===== src/rtl/mmu_router_pkg.sv =====
// Shared types for the MMU router: FSM states, device limit, wait-count type
// and the select-field width helper.
package mmu_router_pkg;

  localparam int MAX_DEV = 8;

  typedef enum logic [1:0] {
    IDLE,
    ACCESS,
    DONE,
    FAULT
  } state_e;

  typedef logic [3:0] wait_t;

  function automatic int sel_width(input int num_dev);
    return (num_dev > 1) ? $clog2(num_dev) : 1;
  endfunction

endpackage


===== src/rtl/mmu_router_if.sv =====
// CPU-side request/response bus of the MMU router; the CPU is the master.
interface mmu_router_if #(
  parameter int DATA_W = 32
);
  logic              REQ;
  logic              WE;
  logic [31:0]       ADDR;
  logic [DATA_W-1:0] IN;
  logic [DATA_W-1:0] OUT;
  logic              ACK;
  logic              ERR;

  modport master (output REQ, WE, ADDR, IN, input OUT, ACK, ERR);
  modport slave  (input REQ, WE, ADDR, IN, output OUT, ACK, ERR);
endinterface


===== src/rtl/mmu_router_decode.sv =====
// Combinational address decode: device select, range validity and alignment.
// Alignment is only enforced when MMU_ROUTER_ALIGN_CHECK_EN is defined.
module mmu_router_decode
  import mmu_router_pkg::*;
#(
  parameter int NUM_DEV = 2,
  parameter int SEL_LSB = 16,
  parameter int SEL_W   = sel_width(NUM_DEV)
) (
  input  logic [31:0]      addr,
  output logic [SEL_W-1:0] sel,
  output logic             valid,
  output logic             aligned
);

  // Every address bit above the select field must be zero.
  localparam logic [63:0] HI_MASK64 = ~((64'd1 << (SEL_LSB + SEL_W)) - 64'd1);
  localparam logic [31:0] HI_MASK   = HI_MASK64[31:0];

  assign sel   = addr[SEL_LSB +: SEL_W];
  assign valid = (32'(sel) < 32'(NUM_DEV)) && ((addr & HI_MASK) == 32'd0);

`ifdef MMU_ROUTER_ALIGN_CHECK_EN
  assign aligned = (addr[1:0] == 2'b00);
`else
  assign aligned = 1'b1;
`endif

endmodule


===== src/rtl/mmu_router.sv =====
// Routes single CPU accesses to one of NUM_DEV memory-mapped devices with
// per-device wait states. Optional MMU_ROUTER_ALIGN_CHECK_EN faults misaligned ADDR.
module mmu_router
  import mmu_router_pkg::*;
#(
  parameter int                   NUM_DEV = 2,
  parameter int                   DATA_W  = 32,
  parameter int                   SEL_LSB = 16,
  parameter logic [NUM_DEV*4-1:0] WAIT    = '0
) (
  input  logic                      CLK,
  input  logic                      N_RST,
  mmu_router_if.slave               cpu,
  output logic [NUM_DEV-1:0]        DEV_N_WE,
  output logic [NUM_DEV-1:0]        DEV_N_OE,
  output logic [SEL_LSB-3:0]        DEV_ADDR,
  output logic [DATA_W-1:0]         DEV_IN,
  input  logic [NUM_DEV*DATA_W-1:0] DEV_OUT
);

  localparam int SEL_W = sel_width(NUM_DEV);

  state_e              state_q, state_d;
  wait_t               cnt_q, cnt_d;
  logic [SEL_W-1:0]    sel_q, sel_d;
  logic                we_q, we_d;
  logic [SEL_LSB-3:0]  dev_addr_q, dev_addr_d;
  logic [DATA_W-1:0]   dev_in_q, dev_in_d;
  logic [DATA_W-1:0]   out_q, out_d;
  logic                ack_q, ack_d;
  logic                err_q, err_d;
  logic [NUM_DEV-1:0]  n_we_q, n_we_d;
  logic [NUM_DEV-1:0]  n_oe_q, n_oe_d;

  logic [SEL_W-1:0]    dec_sel;
  logic                dec_valid;
  logic                dec_aligned;
  logic [NUM_DEV-1:0]  sel_onehot;
  logic [DATA_W-1:0]   dev_rdata;

  mmu_router_decode #(
    .NUM_DEV (NUM_DEV),
    .SEL_LSB (SEL_LSB),
    .SEL_W   (SEL_W)
  ) u_decode (
    .addr    (cpu.ADDR),
    .sel     (dec_sel),
    .valid   (dec_valid),
    .aligned (dec_aligned)
  );

  assign sel_onehot = NUM_DEV'(1) << dec_sel;
  assign dev_rdata  = DEV_OUT[int'(sel_q)*DATA_W +: DATA_W];

  always_comb begin
    state_d    = state_q;
    cnt_d      = cnt_q;
    sel_d      = sel_q;
    we_d       = we_q;
    dev_addr_d = dev_addr_q;
    dev_in_d   = dev_in_q;
    out_d      = out_q;
    ack_d      = 1'b0;
    err_d      = 1'b0;
    n_we_d     = n_we_q;
    n_oe_d     = n_oe_q;

    case (state_q)
      IDLE: begin
        if (cpu.REQ) begin
          we_d       = cpu.WE;
          dev_addr_d = cpu.ADDR[SEL_LSB-1:2];
          dev_in_d   = cpu.IN;
          sel_d      = dec_sel;
          if (dec_valid && dec_aligned) begin
            state_d = ACCESS;
            cnt_d   = WAIT[int'(dec_sel)*4 +: 4];
            if (cpu.WE) n_we_d = ~sel_onehot;
            else        n_oe_d = ~sel_onehot;
          end else begin
            state_d = FAULT;
          end
        end
      end
      ACCESS: begin
        if (cnt_q == '0) begin
          if (!we_q) out_d = dev_rdata;
          n_we_d  = '1;
          n_oe_d  = '1;
          ack_d   = 1'b1;
          state_d = DONE;
        end else begin
          cnt_d = cnt_q - wait_t'(1);
        end
      end
      DONE: state_d = IDLE;
      // The error pulse lands one cycle after FAULT, matching read/ACK latency.
      FAULT: begin
        err_d   = 1'b1;
        state_d = IDLE;
      end
      default: state_d = IDLE;
    endcase
  end

  always_ff @(posedge CLK) begin
    if (N_RST) begin
      state_q    <= IDLE;
      cnt_q      <= '0;
      sel_q      <= '0;
      we_q       <= 1'b0;
      dev_addr_q <= '0;
      dev_in_q   <= '0;
      out_q      <= '0;
      ack_q      <= 1'b0;
      err_q      <= 1'b0;
      n_we_q     <= '1;
      n_oe_q     <= '1;
    end else begin
      state_q    <= state_d;
      cnt_q      <= cnt_d;
      sel_q      <= sel_d;
      we_q       <= we_d;
      dev_addr_q <= dev_addr_d;
      dev_in_q   <= dev_in_d;
      out_q      <= out_d;
      ack_q      <= ack_d;
      err_q      <= err_d;
      n_we_q     <= n_we_d;
      n_oe_q     <= n_oe_d;
    end
  end

  assign cpu.OUT  = out_q;
  assign cpu.ACK  = ack_q;
  assign cpu.ERR  = err_q;
  assign DEV_N_WE = n_we_q;
  assign DEV_N_OE = n_oe_q;
  assign DEV_ADDR = dev_addr_q;
  assign DEV_IN   = dev_in_q;

endmodule


===== src/flat_wrapper.sv =====
// flat-port wrapper written by rule: the top's interface ports become plain ports
module mmu_router_flat import mmu_router_pkg::*;
#(
  parameter int                   NUM_DEV = 2,
  parameter int                   DATA_W  = 32,
  parameter int                   SEL_LSB = 16,
  parameter logic [NUM_DEV*4-1:0] WAIT    = '0
)
  (CLK, N_RST, DEV_N_WE, DEV_N_OE, DEV_ADDR, DEV_IN, DEV_OUT, cpu_REQ, cpu_WE, cpu_ADDR, cpu_IN, cpu_OUT, cpu_ACK, cpu_ERR);
  mmu_router_if #(.DATA_W(DATA_W)) cpu_i ();
  input  logic CLK;
  input  logic N_RST;
  output logic [NUM_DEV-1:0] DEV_N_WE;
  output logic [NUM_DEV-1:0] DEV_N_OE;
  output logic [SEL_LSB-3:0] DEV_ADDR;
  output logic [DATA_W-1:0] DEV_IN;
  input  logic [NUM_DEV*DATA_W-1:0] DEV_OUT;
  input wire logic [$bits(cpu_i.REQ)-1:0] cpu_REQ;
  input wire logic [$bits(cpu_i.WE)-1:0] cpu_WE;
  input wire logic [$bits(cpu_i.ADDR)-1:0] cpu_ADDR;
  input wire logic [$bits(cpu_i.IN)-1:0] cpu_IN;
  output wire logic [$bits(cpu_i.OUT)-1:0] cpu_OUT;
  output wire logic [$bits(cpu_i.ACK)-1:0] cpu_ACK;
  output wire logic [$bits(cpu_i.ERR)-1:0] cpu_ERR;
  assign cpu_i.REQ = cpu_REQ;
  assign cpu_i.WE = cpu_WE;
  assign cpu_i.ADDR = cpu_ADDR;
  assign cpu_i.IN = cpu_IN;
  assign cpu_OUT = cpu_i.OUT;
  assign cpu_ACK = cpu_i.ACK;
  assign cpu_ERR = cpu_i.ERR;
  mmu_router #(.NUM_DEV(NUM_DEV), .DATA_W(DATA_W), .SEL_LSB(SEL_LSB), .WAIT(WAIT)) u_core (.CLK(CLK), .N_RST(N_RST), .cpu(cpu_i), .DEV_N_WE(DEV_N_WE), .DEV_N_OE(DEV_N_OE), .DEV_ADDR(DEV_ADDR), .DEV_IN(DEV_IN), .DEV_OUT(DEV_OUT));
endmodule

===== config.mk =====
export PLATFORM = sky130hd
export DESIGN_NAME = mmu_router_flat
export DESIGN_NICKNAME = d
export VERILOG_FILES = /design/src/rtl/mmu_router_pkg.sv /design/src/rtl/mmu_router_if.sv /design/src/rtl/mmu_router_decode.sv /design/src/rtl/mmu_router.sv /design/src/flat_wrapper.sv
export SDC_FILE = /design/constraint.sdc
export NUM_CORES = 1
export LEC_CHECK = 0
export CAP_MARGIN = 25
export CORE_MARGIN = 2
export CORE_UTILIZATION = 38
export CTS_CLUSTER_DIAMETER = 200
export DETAILED_ROUTE_END_ITERATION = 6
export HOLD_SLACK_MARGIN = 0.1
export PLACE_DENSITY = 0.88
export SLEW_MARGIN = 20
export SYNTH_ARGS = -nofsm -noshare
export SYNTH_HDL_FRONTEND = slang
export SYNTH_HIERARCHICAL = 1
export SYNTH_SLANG_ARGS = --single-unit

===== constraint.sdc =====
create_clock -name CLK -period 1.6 [get_ports CLK]
set_input_delay 0.16 -clock CLK [delete_from_list [all_inputs] [get_ports CLK]]
set_output_delay 0.16 -clock CLK [all_outputs]
set_load 0.01 [all_outputs]

==> key figures, run 1 <==
Status
  – Status: finished clean

Job
  – Maxcap violations: 0

Power and ir drop
  – Leakage: 0.002345 uW
  – PD cells: around 1000 mW/mm^2
  – Peak supply drop: 0.0008186 V

Layout
  – Reg area: ~0.0018 mm^2
  – Final nets: about 760
  – Final core occ: 0.6582
  – # diodes: 0
  – Fin cells: 766
  – Multi-input gate area: 0.001809 mm^2
  – Finished Cell Area: approximately 0.0064 mm^2
  – Ratio of cells with drive above 1 in the final layout: 0.1216
  – Filler cells: 781
  – Layout area overhead: 68.86%

Setup path
  – Worst Path Buf+Inv: 1
  – CP Max Fanout: 3
  – CP Cell Sequence: dlygate4sd2_1 > nor4_2 > and4_1 > a211o_1 > nand3_2 > or3_4 > a211oi_2
  – CP Launch Point: cpu_ADDR[26]
  – Worst R2R Path Depth: 6
  – R2r setup slk: 0.05 ns
  – Crit-path slowest cell: or3_4
  – Crit. End Element: register
  – RR Startpoint: u_core/cnt_q[0]
  – CP Data Required Time: 1.86 ns
  – Arr. time, crit path: 1.83 ns
  – CP delay by family, top: simple AND/OR/NAND/NOR gates
  – Slowest cell delay on critical path: 0.38 ns
  – Critical path class: in -> reg
  – Reg-to-reg critical path endpoint: u_core/cnt_q[3]
  – Nature of the critical path startpoint: input port

Floorplan
  – Die area: around 0.011 mm^2
  – CORE AREA: 0.009729 mm^2
  – Die W: 103.9 um
  – Die Y-Extent: 103.9 um
  – Top-level I/O count: approximately 220
  – Initial Utilization: 0.3898
  – Row count: 36

CTS
  – Clock-pin slew on the worst setup and hold paths: 0.08 ns
  – Worst-skew pair later-pin latency: 0.34 ns
  – Clock Tree Buf Depth: 2
  – Clock net sink count: 92
  – H-tree level count: 3
  – CTS root buf: clkbuf_8
  – CTS hold repair buffers: 0
  – CTS tree: built
  – CTS buffer count: 9

Worst hold path
  – Hold_sp: N_RST
  – Hold Path Sink: u_core/cpu.ERR
  – Hold Crit Class: in -> reg
  – Hold Crit Depth: 2

Logic synthesis
  – Number of synthesized flops with an enable pin: 0
  – Main flop type after synthesis: dfxtp_1
  – Post-synth cell types: 35
  – Most common cell in the netlist: nand2_1
  – YS warnings: 6
  – Post-synthesis register bit count: 92
  – Syn_nets: 552
  – Post-synthesis cell count: 419
  – Register area share after synthesis: 0.4856
  – Synth top area share: 0.4856
  – Synth top area cells: dfxtp_1 (49%), nand2_1 (9.9%), mux2i_1 (9.5%)
  – Top cells by count, synth: nand2_1 (100), dfxtp_1 (92), a21oi_1 (48)
  – Post-Syn Area: about 0.0038 mm^2
  – Syn_area_per_cell: 9.051 um^2
  – Synth async-reset ratio: 0
  – Cell taking the most area after synthesis: dfxtp_1

STA
  – Final-report hold violation count: 0
  – FMAX: 0.6390 GHz
  – Minimum clock period: 1.565 ns
  – Hold Slack: 0.2360 ns
  – Setup-failing EPs final: 0
  – TNS Setup: 0 ns
  – Max Clock Skew: between 0.01 and 0.015 ns
  – Period utilization: 0.9781
  – Final Max Tran Viols: 0

GRT
  – Total congestion overflow: 0
  – Largest net degree at the start of global routing: between 40 and 50
  – Initial antenna violation count: 0
  – First-pass GRT wire length: 18,390 um
  – GRT Util Overall: 0.2068
  – Vias in the first global route: 3,799

Drt
  – 1st-iter DRT viols: about 120
  – WL final: 11,320 um
  – Vias: 3,712
  – Wire per inst: 14.78 um
  – Routed Antenna Nets: 0
  – Via-to-Cell Ratio: between 4 and 5
  – First-pass DRT Iterations: 5
  – DR DRC count: 0

Placed design
  – PortBufs: 213
  – # placed instances: 748
  – Dpl cell area: 0.006092 mm^2
  – Hpwl dp: 8562 um
  – RD Place Congestion: 0.8177
-- power breakdown --
group          switching (uW)  internal [uW]
combinational             987           1200
clock                     758            874
sequential                174           2590
total                    1920           4660
-- layout make-up --
cell class | count | share of cell area
multi-input combinational | 292 | 0.2825
clock inverter | 4 | 0.01172
tap | 133 | 0.02599
timing repair buffer | 232 | 0.3699
clock buffer | 11 | 0.02052
inverter | 2 | 0.001172
sequential | 92 | 0.2882
-- cells in the final DEF, fill, tap and decap left out, types with 2 or more instances in the layout --
cell type        count
a211oi_1             5
a211oi_2            29
a21oi_1             48
buf_12               5
buf_4               14
bufinv_16            2
clkbuf_1             2
clkbuf_8             9
clkdlybuf4s50_1    197
clkinvlp_4           2
dfxtp_1             89
dfxtp_2              3
dlygate4sd2_1        2
dlymetal6s2s_1      13
inv_1                2
mux2i_1             36
nand2_1            100
nand3_1              2
nor2_1              43
nor3_1               3
nor4_2               3
o21ai_0              2
-- worst max-delay path by stage --
stage / endpoint / slack [ns] / cells past startpoint
after global placement: u_core/cnt_q[3] / -0.34 / 7
after global routing: u_core/cnt_q[3] / -0.004 / 6
final: u_core/cnt_q[3] / 0.04 / 7
after detailed placement: u_core/cnt_q[3] / -0.45 / 7
after CTS: u_core/cnt_q[1] / -0.008 / 7
after floorplan: u_core/cnt_q[3] / 0.12 / 6
-- stage by stage --
step | worst slack [ns] | total power, uW
final | 0.03511 | 6583
after global routing | -0.003986 | 6960
after CTS | -0.008339 | 6647
after detailed placement | -0.4516 | 4964
after global placement | -0.3367 | 4861
after floorplan | 0.1210 | 3865
-- cells by family (layout without fill, tap and decap cells) --
family,Yosys count,count (layout),share of synthesized area
DFF,92,92,0.4856
other,1,1,0.0009888
buffers and inverters,35,249,0.04982
adders and majority gates,1,1,0.003299
and+or+nand+nor,164,164,0.1795
muxes,36,36,0.09502
AOI/OAI and AO/OA,88,88,0.1811
xor gates and xnor gates,2,2,0.004620
-- flip-flops by register name (all words and copies together) (netlist names) --
register / count
u_core/cpu.ERR: 1
u_core/cpu.OUT: 32
u_core/sel_q: 1
u_core/DEV_N_WE: 2
u_core/DEV_IN: 32
u_core/DEV_ADDR: 14
u_core/DEV_N_OE: 2
u_core/state_q: 2
u_core/we_q: 1
u_core/cnt_q: 4
u_core/cpu.ACK: 1
-- metal layers --
metal	up-vias	part of all wire	GRT usage	wire [um]
met5	-	0	0	0
met4	0	0.0093	0.05888	105
met3	7	0.088	0.07895	998
met2	156	0.51	0.3736	5765
met1	1708	0.39	0.2246	4453
li1	1841	-	-	-
-- timing repair --
action                                  CTS  global route
resized for setup                         5            22
endpoints found under the setup margin    2            20
endpoints found under the hold margin     0             0
pin swaps                                 6            12
buffers inserted                          1             2
(Power assumes the default switching activity.)
==> inputs of run 2 (changes only) <==
--- a/config.mk
+++ b/config.mk
@@ -10,8 +10,10 @@
 export CORE_UTILIZATION = 38
 export CTS_CLUSTER_DIAMETER = 200
 export DETAILED_ROUTE_END_ITERATION = 6
-export HOLD_SLACK_MARGIN = 0.1
+export GPL_TIMING_DRIVEN = 0
+export HOLD_SLACK_MARGIN = 0.12
 export PLACE_DENSITY = 0.88
+export SETUP_SLACK_MARGIN = 0.5
 export SLEW_MARGIN = 20
 export SYNTH_ARGS = -nofsm -noshare
 export SYNTH_HDL_FRONTEND = slang
==> run 2 against run 1 <==
Against the previous run:
- first-iteration DRC count is 6.1% higher
- critical path depth stayed put
- register-to-register slack better by 0.11 ns
- maximum frequency is 8.7% higher
- worst setup slack better by 0.12 ns
- largest cell class unchanged
==> key figures, run 2 (synthesis results as in run 1) <==
Status
  – Status: finished clean (unchanged)

Layout
  – Final core occ: 0.7272 (was 0.6582)
  – Ratio of cells with drive above 1 in the final layout: 0.5480 (was 0.1216)
  – Most frequent cells in the layout: clkdlybuf4s50_1 (112), buf_2 (84), nand2_1 (84) (was clkdlybuf4s50_1 (197), nand2_1 (100), dfxtp_1 (89))
  – Filler cells: 720 (was 781)
  – Layout area overhead: 86.57% (was 68.86%)
  – Finished Cell Area: 0.007076 mm^2 (was 0.006404 mm^2)
  – # diodes: 0 (unchanged)
  – Leading cell type in the layout, fill and taps excluded: clkdlybuf4s50_1 (unchanged)
  – Fin cells: 841 (was 766)
  – Final nets: 836 (was 762)

Placed design
  – RD Place Congestion: 0.7816 (was 0.8177)
  – Dpl cell area: 0.006324 mm^2 (was 0.006092 mm^2)
  – # placed instances: 763 (was 748)
  – PortBufs: 211 (was 213)
  – Pre-CTS setup slack: -0.3853 ns (was -0.4516 ns)
  – Hpwl dp: 9363 um (was 8562 um)

GRT
  – Met2 usage: 0.4206 (was 0.3736)
  – Largest net degree at the start of global routing: 16 (was 48)
  – GRT busiest layer: met2 (unchanged)
  – GRT Util Overall: 0.2341 (was 0.2068)
  – First-pass GRT wire length: 20,510 um (was 18,390 um)
  – Met1 GRT Util: 0.2470 (was 0.2246)
  – Vias in the first global route: 4,125 (was 3,799)
  – Met3 usage: 0.09774 (was 0.07895)
  – Initial antenna violation count: 0 (unchanged)
  – Total congestion overflow: 0 (unchanged)

Setup path
  – Nature of the critical path startpoint: register (was input port)
  – Critical path class: reg -> reg (was in -> reg)
  – Slowest cell delay on critical path: 0.36 ns (was 0.38 ns)
  – Arr. time, crit path: 1.72 ns (was 1.83 ns)
  – Worst Path Buf+Inv: 4 (was 1)
  – CP Data Required Time: 1.88 ns (was 1.86 ns)
  – Crit-path slowest cell: dfxtp_2 (was or3_4)
  – CP Cell Sequence: inv_2 > ha_4 > and4b_2 > buf_4 > buf_6 > buf_12 > a211oi_2 (was dlygate4sd2_1 > nor4_2 > and4_1 > a211o_1 > nand3_2 > or3_4 > a211oi_2)
  – CP Max Fanout: 10 (was 3)
  – Crit. End Element: register (unchanged)
  – CP delay by family, top: buffers and inverters (was simple AND/OR/NAND/NOR gates)

Power and ir drop
  – Sw Pwr: 2335 uW (was 1919 uW)
  – Clk network pwr share: 0.195 (was 0.248)
  – Switching Share: 0.3301 (was 0.2916)
  – Internal: 4737 uW (was 4663 uW)
  – Combinational Power Share: 0.407 (was 0.333)
  – Leakage: 0.002852 uW (was 0.002345 uW)
  – Peak supply drop: 0.0006001 V (was 0.0008186 V)
  – PD cells: 999.5 mW/mm^2 (was 1028 mW/mm^2)
  – Flop pwr share: 0.398 (was 0.419)

Drt
  – First-pass DRT Iterations: 4 (was 5)
  – Routed Antenna Nets: 0 (unchanged)
  – WL final: 13,800 um (was 11,320 um)
  – Vias: 4,114 (was 3,712)
  – Wire per inst: 16.41 um (was 14.78 um)
  – 1st-iter DRT viols: 122 (was 115)
  – DR DRC count: 0 (unchanged)
  – Via-to-Cell Ratio: 4.892 (was 4.846)

Floorplan
  – Top-level I/O count: 216 (unchanged)
  – Die area: 0.01080 mm^2 (unchanged)
  – Die Y-Extent: 103.9 um (unchanged)
  – Initial Utilization: 0.3898 (unchanged)
  – CORE AREA: 0.009729 mm^2 (unchanged)
  – Die W: 103.9 um (unchanged)
  – Row count: 36 (unchanged)

STA
  – Final Max Tran Viols: 0 (unchanged)
  – Period utilization: 0.8999 (was 0.9781)
  – Final worst-path setup slack: 0.1601 ns (was 0.03511 ns)
  – Relative slew slack: 0.5412
  – FMAX: 0.6945 GHz (was 0.6390 GHz)
  – Max Clock Skew: 0.01910 ns (was 0.01217 ns)
  – Final-report hold violation count: 0 (unchanged)
  – TNS Setup: 0 ns (unchanged)
  – RSZ-0062 raised after global routing: yes
  – Minimum clock period: 1.440 ns (was 1.565 ns)
  – Setup-failing EPs final: 0 (unchanged)
  – Slew @ Worst Pin: 0.6882 ns

CTS
  – Clock-pin slew on the worst setup and hold paths: 0.10 ns (was 0.08 ns)
  – H-tree level count: 3 (unchanged)
  – CTS buffer count: 9 (unchanged)
  – Worst-skew pair later-pin latency: 0.36 ns (was 0.34 ns)
  – CTS tree: built (unchanged)
  – Clock net sink count: 92 (unchanged)
  – Clock Tree Buf Depth: 2 (unchanged)
  – CTS root buf: clkbuf_8 (unchanged)

Worst hold path
  – Hold Crit Class: in -> reg (unchanged)

Job
  – Maxcap violations: 0 (unchanged)
==> run 2: power by group through the flow <==
stage / registers (uW) / clock network (uW) / logic [uW]
6_report: 2810 / 1380 / 2880
5_1_grt: 2850 / 1550 / 3060
4_1_cts: 2820 / 1410 / 2500
3_5_place_dp: 2860 / 0 / 2350
3_3_place_gp: 2840 / 0 / 2280
2_1_floorplan: 2950 / 0 / 1170
==> run 2: timing repair <==
| action | CTS | global route |
|---|---|---|
| cloned | 2 | 6 |
| hold buffers | 1 | 0 |
| hold endpoints to repair | 2 | 0 |
| pin swaps | 13 | 20 |
| setup buffers | 22 | 31 |
| resized for setup | 374 | 150 |
| endpoints found under the setup margin | 172 | 156 |
==> run 2: area by class of cell <==
class | instances | area, um^2 | area share
buffer | 33 | 315.3 | 0.04456
sequential | 92 | 1936 | 0.2736
multi-input combinational | 292 | 2177 | 0.3077
tap | 133 | 166.4 | 0.02352
clock inverter | 6 | 41.29 | 0.005836
timing repair buffer | 273 | 2305 | 0.3257
clock buffer | 10 | 127.6 | 0.01804
inverter | 2 | 7.507 | 0.001061
==> run 2: layer usage <==
metal | wire length (um) | vias up | part of all wire
met5 | 0 | - | 0
met4 | 215 | 0 | 0.016
met3 | 1199 | 19 | 0.087
met2 | 7308 | 164 | 0.53
met1 | 5074 | 1939 | 0.37
li1 | - | 1992 | -
==> run 2: worst register-to-register path: cells and delay by family (launching register included) <==
kind                       cells  cell delay (ns)
buffers and inverters          4             0.45
DFF                            1             0.36
and+or+nand+nor                1             0.23
AOI/OAI and AO/OA              1             0.18
adders and majority gates      1             0.17
==> run 2: path summary, 6_finish.rpt <==
check / from / endpoint / slack, ns / cells after the start
max: u_core/cnt_q[0] / u_core/cpu.OUT[9] / 0.16 / 7
min: N_RST / u_core/cpu.OUT[0] / 0.30 / 2
max reg2reg: u_core/cnt_q[0] / u_core/cpu.OUT[9] / 0.16 / 7
min reg2reg: u_core/DEV_IN[29] / u_core/DEV_IN[29] / 0.46 / 2
==> run 2: through the flow <==
step / hold WS [ns] / power, uW
after floorplan: 0.2960 / 4121
after global placement: 0.4407 / 5124
after detailed placement: 0.4484 / 5216
after CTS: 0.2595 / 6723
after global routing: 0.3127 / 7459
final: 0.3021 / 7072
